$ cat config.mk
export PLATFORM = sky130hd
export DESIGN_NAME = vga_sync_generator_flat
export DESIGN_NICKNAME = d
export VERILOG_FILES = /design/src/rtl/vga_timing_pkg.sv /design/src/rtl/vga_sync_generator_if.sv /design/src/rtl/vga_axis_counter.sv /design/src/rtl/vga_sync_generator.sv /design/src/flat_wrapper.sv
export SDC_FILE = /design/constraint.sdc
export NUM_CORES = 1
export LEC_CHECK = 0
export ABC_AREA = 1
export BUFFER_PORTS_ARGS = -buffer_cell sky130_fd_sc_hd__buf_4
export CORE_ASPECT_RATIO = 2
export CORE_UTILIZATION = 25
export CTS_CLUSTER_SIZE = 12
export DETAILED_ROUTE_END_ITERATION = 10
export GPL_ROUTABILITY_DRIVEN = 0
export GPL_TIMING_DRIVEN = 0
export RECOVER_POWER = 50
export REMOVE_ABC_BUFFERS = 1
export SETUP_SLACK_MARGIN = 0.15
export SLEW_MARGIN = 25
export SYNTH_ARGS = -nofsm -noshare
export SYNTH_HDL_FRONTEND = slang
export SYNTH_HIERARCHICAL = 1
export SYNTH_SLANG_ARGS = --single-unit
$ cat constraint.sdc
create_clock -name clk -period 2.2 [get_ports clk]
set_input_delay 0.55 -clock clk [delete_from_list [all_inputs] [get_ports clk]]
set_output_delay 0.55 -clock clk [all_outputs]
set_load 0.1 [all_outputs]
$ cat src/rtl/vga_timing_pkg.sv
// Shared raster timing constants, phase encoding and delay-line bundle type.
// Latency: n/a (declarations only).
// Backpressure: n/a; the raster timebase free-runs and never stalls.
package vga_timing_pkg;

    // 640x480 at 60 Hz, 25 MHz pixel rate
    localparam int H_ACTIVE = 640;
    localparam int H_FRONT  = 16;
    localparam int H_SYNC   = 96;
    localparam int H_BACK   = 48;
    localparam int H_TOTAL  = H_ACTIVE + H_FRONT + H_SYNC + H_BACK;

    localparam int V_ACTIVE = 480;
    localparam int V_FRONT  = 10;
    localparam int V_SYNC   = 2;
    localparam int V_BACK   = 33;
    localparam int V_TOTAL  = V_ACTIVE + V_FRONT + V_SYNC + V_BACK;

    localparam int CNT_W = 10;

    typedef logic [CNT_W-1:0] count_t;

    // Position of a counter within its axis period
    typedef enum logic [1:0] {
        PH_ACTIVE = 2'd0,
        PH_FRONT  = 2'd1,
        PH_SYNC   = 2'd2,
        PH_BACK   = 2'd3
    } phase_e;

    // Signals carried together through the sync re-timing pipeline
    typedef struct packed {
        logic hs;
        logic vs;
        logic disp;
    } sync_bits_t;

    // Idle content of a delay stage: syncs inactive (high), outside display
    localparam sync_bits_t SYNC_IDLE = '{hs: 1'b1, vs: 1'b1, disp: 1'b0};

endpackage

$ cat src/rtl/vga_sync_generator_if.sv
// Raster/pixel bundle between the sync generator, the PPU and the VGA pins.
// Latency: n/a (wiring only).
// Backpressure: none; every signal is sampled on each pixel tick.
interface vga_sync_generator_if;
    import vga_timing_pkg::*;

    logic   colour;
    count_t counter_H;
    count_t counter_V;
    logic   display_on;
    logic   frame_start;
    logic   hsync;
    logic   vsync;
    logic   pixel_out;

    // Sync generator side
    modport master (
        input  colour,
        output counter_H, counter_V, display_on, frame_start,
               hsync, vsync, pixel_out
    );

    // PPU / pin side
    modport slave (
        output colour,
        input  counter_H, counter_V, display_on, frame_start,
               hsync, vsync, pixel_out
    );

endinterface

$ cat src/rtl/vga_axis_counter.sv
// One raster axis: wrapping counter plus registered porch/sync phase.
// Latency: count and phase update on the enabled edge; wrap is combinational.
// Backpressure: none; holds whenever en is low.
module vga_axis_counter
    import vga_timing_pkg::*;
#(
    parameter int ACTIVE = H_ACTIVE,
    parameter int FRONT  = H_FRONT,
    parameter int SYNC   = H_SYNC,
    parameter int BACK   = H_BACK
) (
    input  logic   clk,
    input  logic   reset,
    input  logic   en,
    output count_t count,
    output phase_e phase,
    output logic   wrap
);

    localparam count_t LAST        = count_t'(ACTIVE + FRONT + SYNC + BACK - 1);
    localparam count_t FRONT_START = count_t'(ACTIVE);
    localparam count_t SYNC_START  = count_t'(ACTIVE + FRONT);
    localparam count_t BACK_START  = count_t'(ACTIVE + FRONT + SYNC);

    count_t count_nxt;
    phase_e phase_nxt;

    // Wrap is qualified by en so it can directly enable the next axis
    assign wrap = en && (count == LAST);

    // Next count and phase; phase is derived from the next count so the
    // registered phase always describes the count presented alongside it
    always_comb begin
        count_nxt = count;
        phase_nxt = phase;
        if (en) begin
            count_nxt = wrap ? '0 : count + 1'b1;
            case (phase)
                PH_ACTIVE: if (count_nxt == FRONT_START) phase_nxt = PH_FRONT;
                PH_FRONT:  if (count_nxt == SYNC_START)  phase_nxt = PH_SYNC;
                PH_SYNC:   if (count_nxt == BACK_START)  phase_nxt = PH_BACK;
                PH_BACK:   if (count_nxt == '0)          phase_nxt = PH_ACTIVE;
                default:   phase_nxt = PH_ACTIVE;
            endcase
        end
    end

    // Counter and phase registers
    always_ff @(posedge clk or posedge reset) begin
        if (reset) begin
            count <= '0;
            phase <= PH_ACTIVE;
        end else begin
            count <= count_nxt;
            phase <= phase_nxt;
        end
    end

endmodule

$ cat src/rtl/vga_sync_generator.sv
// VGA raster timebase with sync/blank re-timed to match PPU colour latency.
// Latency: counters/display_on current; hsync/vsync SYNC_DELAY ticks; pixel_out 1 tick.
// Backpressure: none; free-running. Optional macro PIXEL_TICK_EN halves the tick rate.
module vga_sync_generator #(
    parameter int H_ACTIVE   = vga_timing_pkg::H_ACTIVE,
    parameter int H_FRONT    = vga_timing_pkg::H_FRONT,
    parameter int H_SYNC     = vga_timing_pkg::H_SYNC,
    parameter int H_BACK     = vga_timing_pkg::H_BACK,
    parameter int V_ACTIVE   = vga_timing_pkg::V_ACTIVE,
    parameter int V_FRONT    = vga_timing_pkg::V_FRONT,
    parameter int V_SYNC     = vga_timing_pkg::V_SYNC,
    parameter int V_BACK     = vga_timing_pkg::V_BACK,
    parameter int SYNC_DELAY = 3   // 0..7 stages
) (
    input  logic                 clk,
    input  logic                 reset,
    vga_sync_generator_if.master vga
);
    import vga_timing_pkg::*;

    logic tick;

`ifdef PIXEL_TICK_EN
    logic tick_div;

    // Divide-by-two toggle; the first edge after reset release is a tick
    always_ff @(posedge clk or posedge reset) begin
        if (reset) tick_div <= 1'b0;
        else       tick_div <= ~tick_div;
    end

    assign tick = ~tick_div;
`else
    assign tick = 1'b1;
`endif

    count_t     h_count, v_count;
    phase_e     h_phase, v_phase;
    logic       h_wrap, v_wrap;
    sync_bits_t raw_bits, dly_bits;
    logic       frame_start_q;
    logic       pixel_q;

    vga_axis_counter #(
        .ACTIVE (H_ACTIVE),
        .FRONT  (H_FRONT),
        .SYNC   (H_SYNC),
        .BACK   (H_BACK)
    ) u_h_axis (
        .clk    (clk),
        .reset  (reset),
        .en     (tick),
        .count  (h_count),
        .phase  (h_phase),
        .wrap   (h_wrap)
    );

    vga_axis_counter #(
        .ACTIVE (V_ACTIVE),
        .FRONT  (V_FRONT),
        .SYNC   (V_SYNC),
        .BACK   (V_BACK)
    ) u_v_axis (
        .clk    (clk),
        .reset  (reset),
        .en     (h_wrap),
        .count  (v_count),
        .phase  (v_phase),
        .wrap   (v_wrap)
    );

    // Undelayed decode from the registered phases
    assign raw_bits.hs   = (h_phase != PH_SYNC);
    assign raw_bits.vs   = (v_phase != PH_SYNC);
    assign raw_bits.disp = (h_phase == PH_ACTIVE) && (v_phase == PH_ACTIVE);

    // frame_start registered from the frame wrap so it is high exactly at (0,0)
    // and holds across the non-tick cycle when the divider is enabled
    always_ff @(posedge clk or posedge reset) begin
        if (reset)     frame_start_q <= 1'b1;
        else if (tick) frame_start_q <= v_wrap;
    end

    generate
        if (SYNC_DELAY == 0) begin : g_no_delay
            assign dly_bits = raw_bits;
        end else begin : g_delay
            sync_bits_t stage [SYNC_DELAY];

            // Shift register aligning sync/blank with the PPU colour pipeline
            always_ff @(posedge clk or posedge reset) begin
                if (reset) begin
                    for (int i = 0; i < SYNC_DELAY; i++) stage[i] <= SYNC_IDLE;
                end else if (tick) begin
                    stage[0] <= raw_bits;
                    for (int i = 1; i < SYNC_DELAY; i++) stage[i] <= stage[i-1];
                end
            end

            assign dly_bits = stage[SYNC_DELAY-1];
        end
    endgenerate

    // Pin pixel: colour blanked outside the (delayed) display area
    always_ff @(posedge clk or posedge reset) begin
        if (reset)     pixel_q <= 1'b0;
        else if (tick) pixel_q <= vga.colour & dly_bits.disp;
    end

    assign vga.counter_H   = h_count;
    assign vga.counter_V   = v_count;
    assign vga.display_on  = raw_bits.disp;
    assign vga.frame_start = frame_start_q;
    assign vga.hsync       = dly_bits.hs;
    assign vga.vsync       = dly_bits.vs;
    assign vga.pixel_out   = pixel_q;

endmodule
$ cat src/flat_wrapper.sv
// flat-port wrapper written by rule: the top's interface ports become plain ports
module vga_sync_generator_flat import vga_timing_pkg::*;
#(
    parameter int H_ACTIVE   = vga_timing_pkg::H_ACTIVE,
    parameter int H_FRONT    = vga_timing_pkg::H_FRONT,
    parameter int H_SYNC     = vga_timing_pkg::H_SYNC,
    parameter int H_BACK     = vga_timing_pkg::H_BACK,
    parameter int V_ACTIVE   = vga_timing_pkg::V_ACTIVE,
    parameter int V_FRONT    = vga_timing_pkg::V_FRONT,
    parameter int V_SYNC     = vga_timing_pkg::V_SYNC,
    parameter int V_BACK     = vga_timing_pkg::V_BACK,
    parameter int SYNC_DELAY = 3                 
)
  (clk, reset, vga_colour, vga_counter_H, vga_counter_V, vga_display_on, vga_frame_start, vga_hsync, vga_vsync, vga_pixel_out);
  vga_sync_generator_if vga_i ();
  input  logic clk;
  input  logic reset;
  input wire logic [$bits(vga_i.colour)-1:0] vga_colour;
  output wire logic [$bits(vga_i.counter_H)-1:0] vga_counter_H;
  output wire logic [$bits(vga_i.counter_V)-1:0] vga_counter_V;
  output wire logic [$bits(vga_i.display_on)-1:0] vga_display_on;
  output wire logic [$bits(vga_i.frame_start)-1:0] vga_frame_start;
  output wire logic [$bits(vga_i.hsync)-1:0] vga_hsync;
  output wire logic [$bits(vga_i.vsync)-1:0] vga_vsync;
  output wire logic [$bits(vga_i.pixel_out)-1:0] vga_pixel_out;
  assign vga_i.colour = vga_colour;
  assign vga_counter_H = vga_i.counter_H;
  assign vga_counter_V = vga_i.counter_V;
  assign vga_display_on = vga_i.display_on;
  assign vga_frame_start = vga_i.frame_start;
  assign vga_hsync = vga_i.hsync;
  assign vga_vsync = vga_i.vsync;
  assign vga_pixel_out = vga_i.pixel_out;
  vga_sync_generator #(.H_ACTIVE(H_ACTIVE), .H_FRONT(H_FRONT), .H_SYNC(H_SYNC), .H_BACK(H_BACK), .V_ACTIVE(V_ACTIVE), .V_FRONT(V_FRONT), .V_SYNC(V_SYNC), .V_BACK(V_BACK), .SYNC_DELAY(SYNC_DELAY)) u_core (.clk(clk), .reset(reset), .vga(vga_i));
endmodule
After elaboration in Yosys (flattened, before gate mapping) --
Index checks and enable logic that the tools add are counted.
Operators by class: add/sub/neg operators 2, equality and inequality tests 24, muxes and demuxes 12, bitwise gates (word level) 1, reductions and logical operators 8
Operators with widths (number):
- 10-bit equality test (second input constant) | 5
- 10-bit by 9-bit equality test with 1-bit output (second input constant) | 3
- 10-bit by 1-bit adder with 10-bit output (second input constant) | 2
- 10-bit logical NOT | 2
- 10-bit 2-to-1 mux | 2
- 2-bit != test (second input constant) | 10
- 2-bit 2-to-1 mux | 8
- 2-bit one-hot mux with 4 select lines | 2
- 2-bit equality test (second input constant) | 4
- 5-bit AND reduction | 1
- 2-bit by 1-bit equality test with 1-bit output (second input constant) | 2
- 2-bit logical NOT | 2
- 4-bit AND reduction | 1
- 1-bit logical AND | 2
- 1-bit bitwise AND | 1
Word-level totals: bits in registers 35, input bits 3, output and inout port bits 25, logic and storage cells 62

Depth between registers and ports, before layout --
word-level depth 6, gate-level depth with buffers 18, gate-level depth less buffers 17

Cells and area by module --
The synthesis kept the hierarchy.
Modules (own cells, without submodules):
- vga_axis_counter at u_core.u_v_axis | instances 1, cells each 147, area an instance 1017.2 µm², sequential area each 300.3 µm²
- vga_axis_counter at u_core.u_h_axis | instances 1, cells each 144, area an instance 983.4 µm², sequential area each 300.3 µm²
- vga_sync_generator | instances 1, cells each 24, area an instance 332.8 µm², sequential area each 284.0 µm²

Worst setup path before layout --
Ideal clock, no wire load.
path kind reg2reg, start point register u_core.u_h_axis.count[1], end point register u_core.u_v_axis.phase[1], setup time 0.117 ns, data arrival time 2.758 ns, data required time 2.083 ns, setup slack -0.675 ns, cell stages (with the launch flop) 18, buffers on the path 1, clock period less this slack 2.875 ns, cell sequence dfrtp_1 > ha_1 > nand2_2 > nor2_4 > nand3_4 > inv_1 > buf_2 > nand2_1 > nor2_2 > nand3_4 > nand2_2 > nand3_1 > nand2_1 > nand2_2 > nor2_4 > nand3_2 > nand2_1 > nand2_1
Between the ends: word-level cells in the longest chain between the ends 6, elaborated cells between the ends (all ways) 12, classes of those cells 8 x eq/ne; 1 x mux; 3 x reduce/logical
RTL lines:
- start, declared | line vga_axis_counter.sv:15 | output count_t count,
- start signal, assigned | line vga_axis_counter.sv:54 | count <= count_nxt;
- 10-bit equality test * | line vga_axis_counter.sv:29 | assign wrap = en && (count == LAST);
- net u_core.h_wrap | line vga_sync_generator.sv:39 | logic h_wrap, v_wrap;
- 1-bit logical AND | line vga_axis_counter.sv:29
- 10-bit 2-to-1 mux | line vga_axis_counter.sv:37 | count_nxt = wrap ? '0 : count + 1'b1;
- 10-bit by 9-bit equality test with 1-bit output (tied with other cells) | line vga_axis_counter.sv:41 | PH_SYNC: if (count_nxt == BACK_START) phase_nxt = PH_BACK;
- 2-bit != test (no line)
- 5-bit AND reduction (no line) *
- end signal, assigned | line vga_axis_counter.sv:55 | phase <= phase_nxt;
- end, declared | line vga_axis_counter.sv:16 | output phase_e phase,
Mark *: on every way through the listed nets, which the timed path passes. The rest lies on a longest branch. A chain may end at the register's enable or synchronous reset.

Worst setup path after layout --
start point register u_core.u_h_axis.count[0], end point register u_core.u_v_axis.phase[0]
Same word-level chain as after synthesis.

==> impl_metrics.tcl <==
set metrics [dict create \
    outcome "finished, final reports clean" \
    dp_slack_ns -0.278 \
    cts_made_buffers 5 \
    seq_area_frac_synth_pct 37.9 \
    arrival_ns 2.23 \
    cts_sinks 35 \
    row_count 49 \
    regArea_um2 890 \
    critical_path.startpoint_type "flip-flop" \
    grt_max_degree 21 \
    synth_area_mm2 0.00233 \
    synth.distinct_cells 29 \
    clk_latency_ns 0.28 \
    ant_nets 0 \
    core_region_area_mm2 0.00901 \
    finalSetupViolCount 0 \
    timing.hold.ws_ns 0.287 \
    area_growth_pct 24.7 \
    detail_route.iter0.violations 46 \
    worst_slew_pin_slew_ns 0.508 \
    rsz0062_at_grt "yes" \
    n_fill_cell 962 \
    max_freq_ghz 0.485 \
    yosysWarnings 6 \
    nNetsFinal 371 \
    holdBufCountCts 0 \
    dr.pass1.iters 4 \
    skew_ns 0.00377 \
    slowest_delay_ns 0.38 \
    h-tree-depth 2 \
    final_cell_mix "nand2_1 (102), inv_1 (36), buf_4 (33)" \
    finalCritPeriodShare_pct 93.7 \
    cpMostUsedCell "nand2_1" \
    maxSlewHeadroom_pct 66.1 \
    avgSynthCellArea_um2 7.41 \
    max_cap_viol_count 0 \
    fp.dieArea_mm2 0.00975 \
    required_ns 2.37 \
    p_leak_uw 0.00138 \
    clk_pin_slew_worst_paths_ns 0.06 \
    multiInputGateArea_mm2 0.00130 \
    grt_pass1_vias 2119 \
    critical-path-top-delay-family "simple AND/OR/NAND/NOR gates" \
    n_antenna_cell 0 \
    cp_slowest_cell "dfrtp_1" \
    ios 28 \
    grt_pass1_wl_um 9540 \
    die_w_um 70.3 \
    crit_type "reg -> reg" \
    cts-root-buf "clkbuf_16" \
    worstPathMaxFanout 5 \
    synth_seq_cells 35 \
    drc_errors 0 \
    drive_gt1_share_pct 26.7 \
    grt_overflow_total 0 \
    min_period_ns 2.06 \
    crit_chain "ha_1 > nand2_2 > nor2_4 > nand3_4 > clkinvlp_4 > nand2_2 > nor2_4 > nand3_4 > buf_6 > nand4_1 > nand2_1 > nand2_1 > nor2_4 > nand3_2 > nand2_1 > nand2_1" \
    port_buffers 27 \
    viasPerCell 4.49 \
    hpwlAfterDp_um 4190 \
    critPathBufInv 2 \
    mostFrequentLayoutCell "nand2_1" \
    wl_per_cell_um 12.1 \
    hold_class "in -> async" \
    placed_area_mm2 0.00264 \
    layout_setup_ws_ns 0.138 \
    cts_tree "done" \
    irDropWorstVdd_mv 0.278 \
    start_util_pct 25.9 \
    track_usage_pct 12.3 \
    routed_wl_um 5530 \
    die_y_um 139 \
    hold_viol 0 \
    drv_slew 0 \
    grt_antenna_before_repair 0 \
    final_cell_area_mm2 0.00291 \
    pwr_density_cell_mw_per_mm2 815 \
    synth_cells 315 \
    end_kind "flip-flop" \
    num_vias 2055 \
    max-clock-path-buffers 2 \
]
-- power breakdown --
part | switching [uW] | leakage [uW] | internal (uW) | total, uW
logic | 603 | 0.000874 | 182 | 785
registers | 74.6 | 0.000422 | 696 | 770
clock network | 283 | 0.0000838 | 534 | 817
-- cells by family (layout without fill, tap and decap cells) --
group,count (synthesis),count (layout),synth area share [%]
adders and majority gates,13,13,6.97
buffers and inverters,44,83,7.45
other,1,3,0.161
AOI/OAI and AO/OA,26,26,5.95
and+or+nand+nor,191,191,39.7
DFF,35,35,37.9
xor gates and xnor gates,5,5,1.88
-- through the flow --
stage | cells | total power, uW | utilization, % | TNS [ns]
floorplan | 312 | 1380 | - | -4.33
global placement | 441 | 1530 | 29.3 | -0.480
detailed placement | 441 | 1540 | 29.3 | -0.550
CTS | 457 | 2400 | 31.9 | 0
global route | 458 | 2480 | 32.3 | 0
finish | 458 | 2370 | 32.3 | 0
-- final cells by class --
type / count / share of cell area (%)
clock buffers: 5 / 4.30
multi-input cells: 238 / 44.7
clock inverters: 3 / 1.50
inverters: 39 / 5.16
flip-flops and latches: 35 / 30.6
well taps: 102 / 4.39
repair buffers: 36 / 9.42
-- cells in the mapped netlist --
master,number,area (um^2)
nand2_1,105,394
inv_1,36,135
dfrtp_1,28,701
nand3_1,24,120
nor2_1,22,82.6
o21ai_0,20,100
ha_1,13,163
nand2_2,13,81.3
nor2_4,8,90.1
dfstp_2,7,184
nand4_1,5,31.3
nor2_2,4,25.0
xor2_1,4,35.0
clkbuf_1,3,11.3
inv_2,3,11.3
nand3_2,3,30.0
or2_2,3,18.8
a21oi_1,2,10.0
nand3_4,2,35.0
a21o_1,1,7.51
buf_2,1,5.00
buf_6,1,11.3
conb_1,1,3.75
nand3b_1,1,7.51
nor3_2,1,10.0
o21ai_1,1,5.00
o21ai_2,1,8.76
o21bai_1,1,7.51
xnor2_1,1,8.76
-- what timing repair did --
action / in CTS / in global routing
gates resized for setup: 2 / 11
buffers inserted: 8 / 1
endpoints found under the setup margin: 6 / 4
pin swaps: 3 / 2
-- worst reg2reg max path, stage by stage, from the launching register on --
cell	delay (ns)
dfrtp_1	0.38
ha_1	0.22
nand2_2	0.11
nor2_4	0.05
nand3_4	0.08
clkinvlp_4	0.13
nand2_2	0.11
nor2_4	0.04
nand3_4	0.10
buf_6	0.12
nand4_1	0.10
nand2_1	0.08
nand2_1	0.07
nor2_4	0.15
nand3_2	0.08
nand2_1	0.07
nand2_1	0.05
-- routing by layer --
layer	routed length, um	track usage [%]	up-vias
li1	-	-	1053
met2	3230	23.9	32
met4	113	6.32	0
met5	0	0	-
met1	2040	11.9	960
met3	148	1.96	10
-- state kept, by name, indices dropped and copies added (netlist names) --
register and flops:
u_core/dly_bits 1, u_core/g_delay.stage 6, u_core/u_h_axis/count 10, u_core/u_h_axis/phase 2, u_core/u_v_axis/count 10, u_core/u_v_axis/phase 2
u_core/vga.frame_start 1, u_core/vga.hsync 1, u_core/vga.pixel_out 1, u_core/vga.vsync 1
-- final timing paths --
kind | cells past startpoint | start | slack, ns | to
min in group clk | 0 | u_core/g_delay.stage[6] | 0.35 | u_core/g_delay.stage[3]
min | 2 | reset | 0.29 | u_core/dly_bits[0]
max reg2reg | 16 | u_core/u_h_axis/count[0] | 0.14 | u_core/u_v_axis/phase[0]
min reg2reg | 0 | u_core/g_delay.stage[6] | 0.35 | u_core/g_delay.stage[3]
max in group asynchronous | 2 | reset | 1.51 | u_core/u_h_axis/count[8]
max | 16 | u_core/u_h_axis/count[0] | 0.14 | u_core/u_v_axis/phase[0]
(Power assumes the default switching activity.)
